--- config.mk ---
export PLATFORM = sky130hd
export DESIGN_NAME = alu_issue_ctrl
export DESIGN_NICKNAME = d
export VERILOG_FILES = /design/src/rtl/alu_issue_ctrl.sv
export SDC_FILE = /design/constraint.sdc
export NUM_CORES = 1
export LEC_CHECK = 0
export BUFFER_PORTS_ARGS = -buffer_cell sky130_fd_sc_hd__buf_2
export CAP_MARGIN = 40
export CORE_ASPECT_RATIO = 1.2
export CORE_MARGIN = 3
export CORE_UTILIZATION = 40
export CTS_CLUSTER_SIZE = 8
export DETAILED_ROUTE_END_ITERATION = 12
export PLACE_DENSITY = 0.78
export SLEW_MARGIN = 20
export SYNTH_ARGS = -nofsm -noshare
export SYNTH_HDL_FRONTEND = slang
export SYNTH_SLANG_ARGS = --single-unit
export TNS_END_PERCENT = 30
--- constraint.sdc ---
create_clock -name clk -period 1.75 [get_ports clk]
set_input_delay 0.175 -clock clk [delete_from_list [all_inputs] [get_ports clk]]
set_output_delay 0.175 -clock clk [all_outputs]
set_load 0.02 [all_outputs]
--- src/rtl/alu_issue_ctrl.sv ---
// rtl/alu_issue_ctrl.sv - single-outstanding issue controller between EXU, ALU and writeback (optional counters: ALU_ISSUE_PERF_EN)
module alu_issue_ctrl #(
    parameter int TAG_W = 5,
    parameter int OPC_W = 5
) (
    input  logic             clk,
    input  logic             rst_n,
    // operation from EXU
    input  logic             req_in_valid_i,
    output logic             req_in_ready_o,
    input  logic [31:0]      req_in_data_a_i,
    input  logic [31:0]      req_in_data_b_i,
    input  logic [OPC_W-1:0] req_in_opcode_i,
    input  logic [TAG_W-1:0] req_tag_i,
    // request to ALU
    output logic             alu_req_valid_o,
    input  logic             alu_req_ready_i,
    output logic [31:0]      alu_req_data_a_o,
    output logic [31:0]      alu_req_data_b_o,
    output logic [OPC_W-1:0] alu_req_opcode_o,
    // result from ALU
    input  logic             alu_rsp_valid_i,
    output logic             alu_rsp_ready_o,
    input  logic [31:0]      alu_rsp_data_i,
    // result toward writeback
    output logic             wb_out_valid_o,
    input  logic             wb_out_ready_i,
    output logic [31:0]      wb_out_data_o,
    output logic [TAG_W-1:0] wb_tag_o,
    // control and status
    input  logic             flush_i,
    output logic             busy_o,
    output logic [31:0]      perf_ops_o,
    output logic [31:0]      perf_busy_o,
    output logic [15:0]      perf_flushed_o
);

    localparam logic [OPC_W-1:0] ALU_NOP = '0;

    typedef enum logic [1:0] {
        S_IDLE     = 2'd0,
        S_ISSUE    = 2'd1,
        S_WAIT_RSP = 2'd2,
        S_WB       = 2'd3
    } state_t;

    state_t             state_q, state_d;
    logic               drop_q, drop_d;
    logic [31:0]        a_q, a_d;
    logic [31:0]        b_q, b_d;
    logic [OPC_W-1:0]   opc_q, opc_d;
    logic [TAG_W-1:0]   tag_q, tag_d;
    logic [31:0]        res_q, res_d;
    logic               flush_eff;
    logic               squash_evt;
    logic               done_evt;

    // State and payload registers; reset abandons any in-flight operation
    always_ff @(posedge clk or negedge rst_n) begin
        if (!rst_n) begin
            state_q <= S_IDLE;
            drop_q  <= 1'b0;
            a_q     <= '0;
            b_q     <= '0;
            opc_q   <= ALU_NOP;
            tag_q   <= '0;
            res_q   <= '0;
        end else begin
            state_q <= state_d;
            drop_q  <= drop_d;
            a_q     <= a_d;
            b_q     <= b_d;
            opc_q   <= opc_d;
            tag_q   <= tag_d;
            res_q   <= res_d;
        end
    end

    // Next state, handshakes and flush handling; a second flush while draining is ignored
    always_comb begin
        state_d         = state_q;
        drop_d          = drop_q;
        a_d             = a_q;
        b_d             = b_q;
        opc_d           = opc_q;
        tag_d           = tag_q;
        res_d           = res_q;
        req_in_ready_o  = 1'b0;
        alu_req_valid_o = 1'b0;
        alu_rsp_ready_o = 1'b0;
        wb_out_valid_o  = 1'b0;
        squash_evt      = 1'b0;
        done_evt        = 1'b0;
        flush_eff       = flush_i && !drop_q;

        unique case (state_q)
            S_IDLE: begin
                req_in_ready_o = !flush_i;
                if (req_in_valid_i && !flush_i) begin
                    a_d     = req_in_data_a_i;
                    b_d     = req_in_data_b_i;
                    opc_d   = req_in_opcode_i;
                    tag_d   = req_tag_i;
                    state_d = S_ISSUE;
                end
            end
            S_ISSUE: begin
                alu_req_valid_o = 1'b1;
                if (alu_req_ready_i) begin
                    // the ALU has taken the op, so it must be drained rather than dropped
                    state_d = S_WAIT_RSP;
                    if (flush_eff) begin
                        drop_d     = 1'b1;
                        squash_evt = 1'b1;
                    end
                end else if (flush_eff) begin
                    state_d    = S_IDLE;
                    squash_evt = 1'b1;
                end
            end
            S_WAIT_RSP: begin
                alu_rsp_ready_o = 1'b1;
                if (flush_eff) begin
                    drop_d     = 1'b1;
                    squash_evt = 1'b1;
                end
                if (alu_rsp_valid_i) begin
                    res_d   = alu_rsp_data_i;
                    state_d = (drop_q || flush_eff) ? S_IDLE : S_WB;
                end
            end
            S_WB: begin
                wb_out_valid_o = 1'b1;
                if (wb_out_ready_i) begin
                    state_d  = S_IDLE;
                    done_evt = 1'b1;
                end else if (flush_eff) begin
                    state_d    = S_IDLE;
                    squash_evt = 1'b1;
                end
            end
            default: state_d = S_IDLE;
        endcase

        if (state_d == S_IDLE) begin
            drop_d = 1'b0;
        end
    end

    assign busy_o           = (state_q != S_IDLE);
    assign alu_req_data_a_o = a_q;
    assign alu_req_data_b_o = b_q;
    assign alu_req_opcode_o = opc_q;
    assign wb_out_data_o    = res_q;
    assign wb_tag_o         = tag_q;

`ifdef ALU_ISSUE_PERF_EN
    logic [31:0] perf_ops_q;
    logic [31:0] perf_busy_q;
    logic [15:0] perf_flushed_q;

    // Saturating event counters
    always_ff @(posedge clk or negedge rst_n) begin
        if (!rst_n) begin
            perf_ops_q     <= '0;
            perf_busy_q    <= '0;
            perf_flushed_q <= '0;
        end else begin
            if (done_evt && (perf_ops_q != '1)) begin
                perf_ops_q <= perf_ops_q + 32'd1;
            end
            if (busy_o && (perf_busy_q != '1)) begin
                perf_busy_q <= perf_busy_q + 32'd1;
            end
            if (squash_evt && (perf_flushed_q != '1)) begin
                perf_flushed_q <= perf_flushed_q + 16'd1;
            end
        end
    end

    assign perf_ops_o     = perf_ops_q;
    assign perf_busy_o    = perf_busy_q;
    assign perf_flushed_o = perf_flushed_q;
`else
    logic unused_perf_events;
    assign unused_perf_events = squash_evt ^ done_evt;
    assign perf_ops_o         = '0;
    assign perf_busy_o        = '0;
    assign perf_flushed_o     = '0;
`endif

endmodule

# Word-level counts from Yosys, hierarchy flattened
# Index checks and enable logic that the tools add are counted.
# word_totals
regBits	109
in_bits	113
out_inout_bits	191
word_cells	38
# classes
eq_ne	4
mux	15
reduce_logical	12
# op_table
cell	count
$mux W2	6
$pmux W2 S4	1
$mux W1	7
$reduce_and A2 Y1	3
$eq A2 B2 Y1 const B	2
$logic_not A2 Y1	2
$ne A3 B3 Y1 const B	1
$reduce_bool A3 Y1	1
$eq A2 B1 Y1 const B	1
$logic_and A1 B1 Y1	2
$logic_not A1 Y1	2
$pmux W1 S2	1
$reduce_bool A2 Y1	1
$logic_or A1 B1 Y1	1

# Depth between registers and ports, before layout
# logic_depth
ltp_word	9
ltp_mapped	8

# Worst setup path after synthesis
# Ideal clock, no wire load.
# synth_timing
path_type	reg2reg
start	reg state_q[0]
end	reg a_q[0] (netlist: alu_req_data_a_o[0])
setup_time_ns	0.125
arrival_ns	1.671
required_ns	1.625
setup_slack_ns	-0.046
stages_incl_launch_ff	9
n_path_buf	2
period_less_slack_ns	1.796
path_cell_list	dfrtp_1 inv_1 ha_1 inv_1 nor2_4 nand2_1 buf_6 buf_8 mux2_4
# synth_via
elab_chain_len	2
# synth_lines
item	line_no	rtl
from (decl)	47	state_t state_q, state_d;
from (signal assigned)	69	state_q <= state_d;
$logic_not A2 Y1	96	unique case (state_q)
$reduce_and A2 Y1 (no line)	n/a	
to (signal assigned)	63	a_q <= '0;
to (signal assigned)	71	a_q <= a_d;
to (decl)	49	logic [31:0] a_q, a_d;
# Every way passes these cells.
# A chain may end at the register's enable or synchronous reset.

# Worst setup path in the final report
# layout_timing
start	reg state_q[1]
end	reg a_q[7] (netlist: alu_req_data_a_o[7])
# Same word-level chain as after synthesis.

==> summary.txt <==
Status
  – Run status: finished clean

GRT
  – GR Util All Layers: 0.144
  – Global-route wire length before repair: 15.8 mm
  – Via count of the first global-routing pass: 3096
  – Largest net degree at the start of global routing: 70
  – Total grt overflow: 0
  – Number of antenna violations at the first check in global routing: 0

Floorplan
  – Vertical die dimension: 130 µm
  – Count of standard-cell rows: 44
  – Starting utilization of the core area: 0.416
  – DIE AREA: 14200 µm²
  – Top-level port count: 304
  – Chip width: 109 µm
  – Core area: 12300 µm²

Worst setup path
  – Critical path required time: 1.98 ns
  – R2r startpoint: state_q[1]
  – Critical Path End Type: register
  – Critical path start-end classification: reg -> reg
  – Flop-to-flop setup slack: 0.13 ns
  – End of the critical path: alu_req_data_a_o[7]
  – Launching element type of the critical path: register
  – Largest stage delay on the critical path: 0.42 ns
  – Reg2reg path depth: 7
  – End of the worst register-to-register path: alu_req_data_a_o[7]
  – Launch point of the worst path: state_q[1]
  – Largest fanout of any net on the critical path: 25
  – Critical Path AT: 1.85 ns
  – Dominant cell type by count on the critical path: sky130_fd_sc_hd__inv_2
  – Cells traversed along the worst timing path: inv_2 > ha_1 > inv_2 > nor2_4 > nand2_4 > buf_12 > mux2_2
  – Cell with the largest stage delay on the worst path: sky130_fd_sc_hd__dfrtp_1

Placement
  – Number of buffer cells added on primary ports: 223
  – Pre-CTS worst setup slack: 0.100 ns
  – Detail Placement HPWL: 8.60 mm
  – Gp weighted congestion: 0.766

Synth
  – Number of unique standard cell types used by synthesis: 25
  – Number of flip-flops and latches in the synthesized netlist: 109
  – Fraction of synthesized cell area taken by the top area cell type: 0.534
  – Cell count after synthesis: 341
  – Top area cells in the synthesized netlist: sky130_fd_sc_hd__dfrtp_1 (53%), sky130_fd_sc_hd__mux2_4 (18%), sky130_fd_sc_hd__buf_4 (12%)
  – Count of yosys warnings during synthesis: 0
  – Cell type with the largest total area after synthesis: sky130_fd_sc_hd__dfrtp_1
  – Sequential fraction of the synthesis area: 0.534
  – Most repeated cell in the gate-level netlist after synthesis: sky130_fd_sc_hd__dfrtp_1
  – Top_reg_cell synth: sky130_fd_sc_hd__dfrtp_1
  – Most used standard cells in the synthesized netlist: sky130_fd_sc_hd__dfrtp_1 (109), sky130_fd_sc_hd__buf_4 (80), sky130_fd_sc_hd__mux2_4 (60)
  – Share of async-settable or async-resettable flops after synthesis: 1.00
  – Area of the mapped netlist: 5100 µm²
  – Mean Syn Cell Area: 15.0 µm²
  – Number of flops mapped to enable cells by yosys: 0

Power
  – Total power consumption of the routed design: 12.5 mW
  – Power per cell area: 1950 nW/µm²
  – Leakage component of the power: 3.54 nW
  – Peak supply drop: 0.901 mV

Timing
  – Worst relative slew slack: 0.653
  – Maximum clock frequency: 0.616 GHz
  – Tightest Pin Transition: 0.520 ns
  – Final slew viol count: 0
  – Worst-case hold slack: 0.0604 ns
  – Crit path time final: 1.62 ns
  – Layout Skew: 0.00710 ns
  – Post-route setup TNS: 0 ns
  – Endpoints failing setup: 0
  – Share of the clock period used by the worst path after layout: 0.928
  – Final critical-path setup slack: 0.126 ns
  – Unrepaired setup endpoints after global routing: false
  – Final hold vios: 0

Detailed routing
  – Overall routed net length: 10.9 mm
  – Number of vias in the routed layout: 3178
  – Remaining number of nets flagged by the antenna check after routing: 0
  – Via density per instance: 4.30
  – Drc violations: 0
  – Pre-antenna DRT Iters: 4
  – DRC marker count from the first detailed-route iteration: 109
  – Average wire per standard cell: 14.7 µm

Clock tree
  – Clock edge transition at the registers on the reported setup and hold paths: 0.08 ns
  – Source-to-sink clock delay at the later pin of the worst-skew pair: 0.34 ns
  – Maximum level of the CTS H-tree: 3
  – Total clock buffers created by CTS: 9
  – Worst-case clock buffer depth: 2
  – Clk root buf: sky130_fd_sc_hd__clkbuf_16
  – Number of sinks driven by the clock tree: 109
  – TritonCTS clock tree: built

Hold path
  – Type of the worst min-delay path: in -> reg
  – Number of cells traversed by the worst hold path: 2

Layout
  – Share of layout cells above drive strength 1: 0.619
  – Post-synthesis to final-layout area growth: 26.1%
  – Antenna cell count: 0
  – Total area of sequential cells: 2730 µm²
  – FILL cells: 1085
  – Area of the multi-input gates: 1940 µm²
  – Nets@finish: 691

Job
  – Max_cap viols: 0
## final cells by class
class                           count  area share
Clock buffer                        9      0.0350
Clock inverter                      7      0.0121
Inverter                            4     0.00233
Multi-Input combinational cell    216       0.302
Sequential cell                   109       0.424
Tap cell                          161      0.0313
Timing Repair Buffer              233       0.194
## how the worst min path moves through the flow
stage                             start              endpoint  slack [ns]
floorplan                         rst_n   alu_req_data_a_o[0]       -0.12
global placement                  rst_n  alu_req_data_b_o[24]        0.21
detailed placement                rst_n  alu_req_data_b_o[19]        0.23
CTS                  req_in_data_b_i[5]   alu_req_data_b_o[5]        0.05
global route               req_tag_i[2]           wb_tag_o[2]        0.04
finish              req_in_data_b_i[15]  alu_req_data_b_o[15]        0.06
## repair_timing
item	CTS	global route
gates resized for setup	0	1
buffers inserted	0	0
endpoints found under the hold margin	109	0
endpoints found under the setup margin	0	33
hold buffers	1	0
## worst max-delay path, delay by kind of cell (launching register included)
kind / cells / cell delay (ns)
buffers and inverters: 3 / 0.37
adder cells (fa/ha/maj): 1 / 0.19
AND/OR/NAND/NOR: 2 / 0.16
flip-flops: 1 / 0.42
multiplexers: 1 / 0.36
## layout by cell type (no fill, tap or decap), types with 2 or more instances in the layout
cell	synthesis	final
sky130_fd_sc_hd__clkbuf_16	0	9
sky130_fd_sc_hd__o21a_1	2	2
sky130_fd_sc_hd__nor2b_1	3	3
sky130_fd_sc_hd__inv_6	0	3
sky130_fd_sc_hd__buf_4	80	6
sky130_fd_sc_hd__nand2_1	4	3
sky130_fd_sc_hd__o211ai_1	3	3
sky130_fd_sc_hd__buf_12	0	4
sky130_fd_sc_hd__a21oi_1	2	2
sky130_fd_sc_hd__inv_2	0	2
sky130_fd_sc_hd__mux2_2	46	46
sky130_fd_sc_hd__o21ai_0	2	2
sky130_fd_sc_hd__buf_2	4	222
sky130_fd_sc_hd__dfrtp_1	109	109
sky130_fd_sc_hd__mux2_4	60	60
sky130_fd_sc_hd__clkinv_2	0	2
sky130_fd_sc_hd__ha_1	5	5
sky130_fd_sc_hd__inv_1	4	2
sky130_fd_sc_hd__conb_1	1	80
## flip-flops by register name (all words and copies together) (netlist names)
name and count:
alu_req_data_a_o 32, alu_req_data_b_o 32, wb_out_data_o 32, alu_req_opcode_o 5, wb_tag_o 5, state_q 2
drop_q 1
## metrics by stage
step,area [µm²],utilization,std cells
global placement,6120,0.499,722
detailed placement,6120,0.499,722
CTS,6440,0.524,739
floorplan,5400,-,420
finish,6440,0.524,739
global route,6440,0.524,739
## layer usage
| layer | vias up | global-route usage | wire length (µm) |
|---|---|---|---|
| li1 | 1453 | - | - |
| met1 | 1559 | 0.155 | 3740 |
| met2 | 159 | 0.274 | 6110 |
| met3 | 7 | 0.0302 | 866 |
| met4 | 0 | 0.0490 | 137 |
| met5 | - | 0 | 0 |
## cell families after synthesis
logic type | after synthesis | synth area share
compound gates | 12 | 0.0154
fa+ha+maj | 5 | 0.0123
buf+inv | 95 | 0.144
flops | 109 | 0.534
mux | 106 | 0.278
other cells | 1 | 0.000735
simple gates | 13 | 0.0150
## where the power goes
part	switching, mW	total [mW]	internal [mW]	leakage, nW
logic	3.25	5.97	2.72	2.09
clock network	0.922	2.05	1.13	0.153
registers	0.703	4.51	3.81	1.29
total	4.87	12.5	7.66	3.54
(Power assumes the default switching activity.)
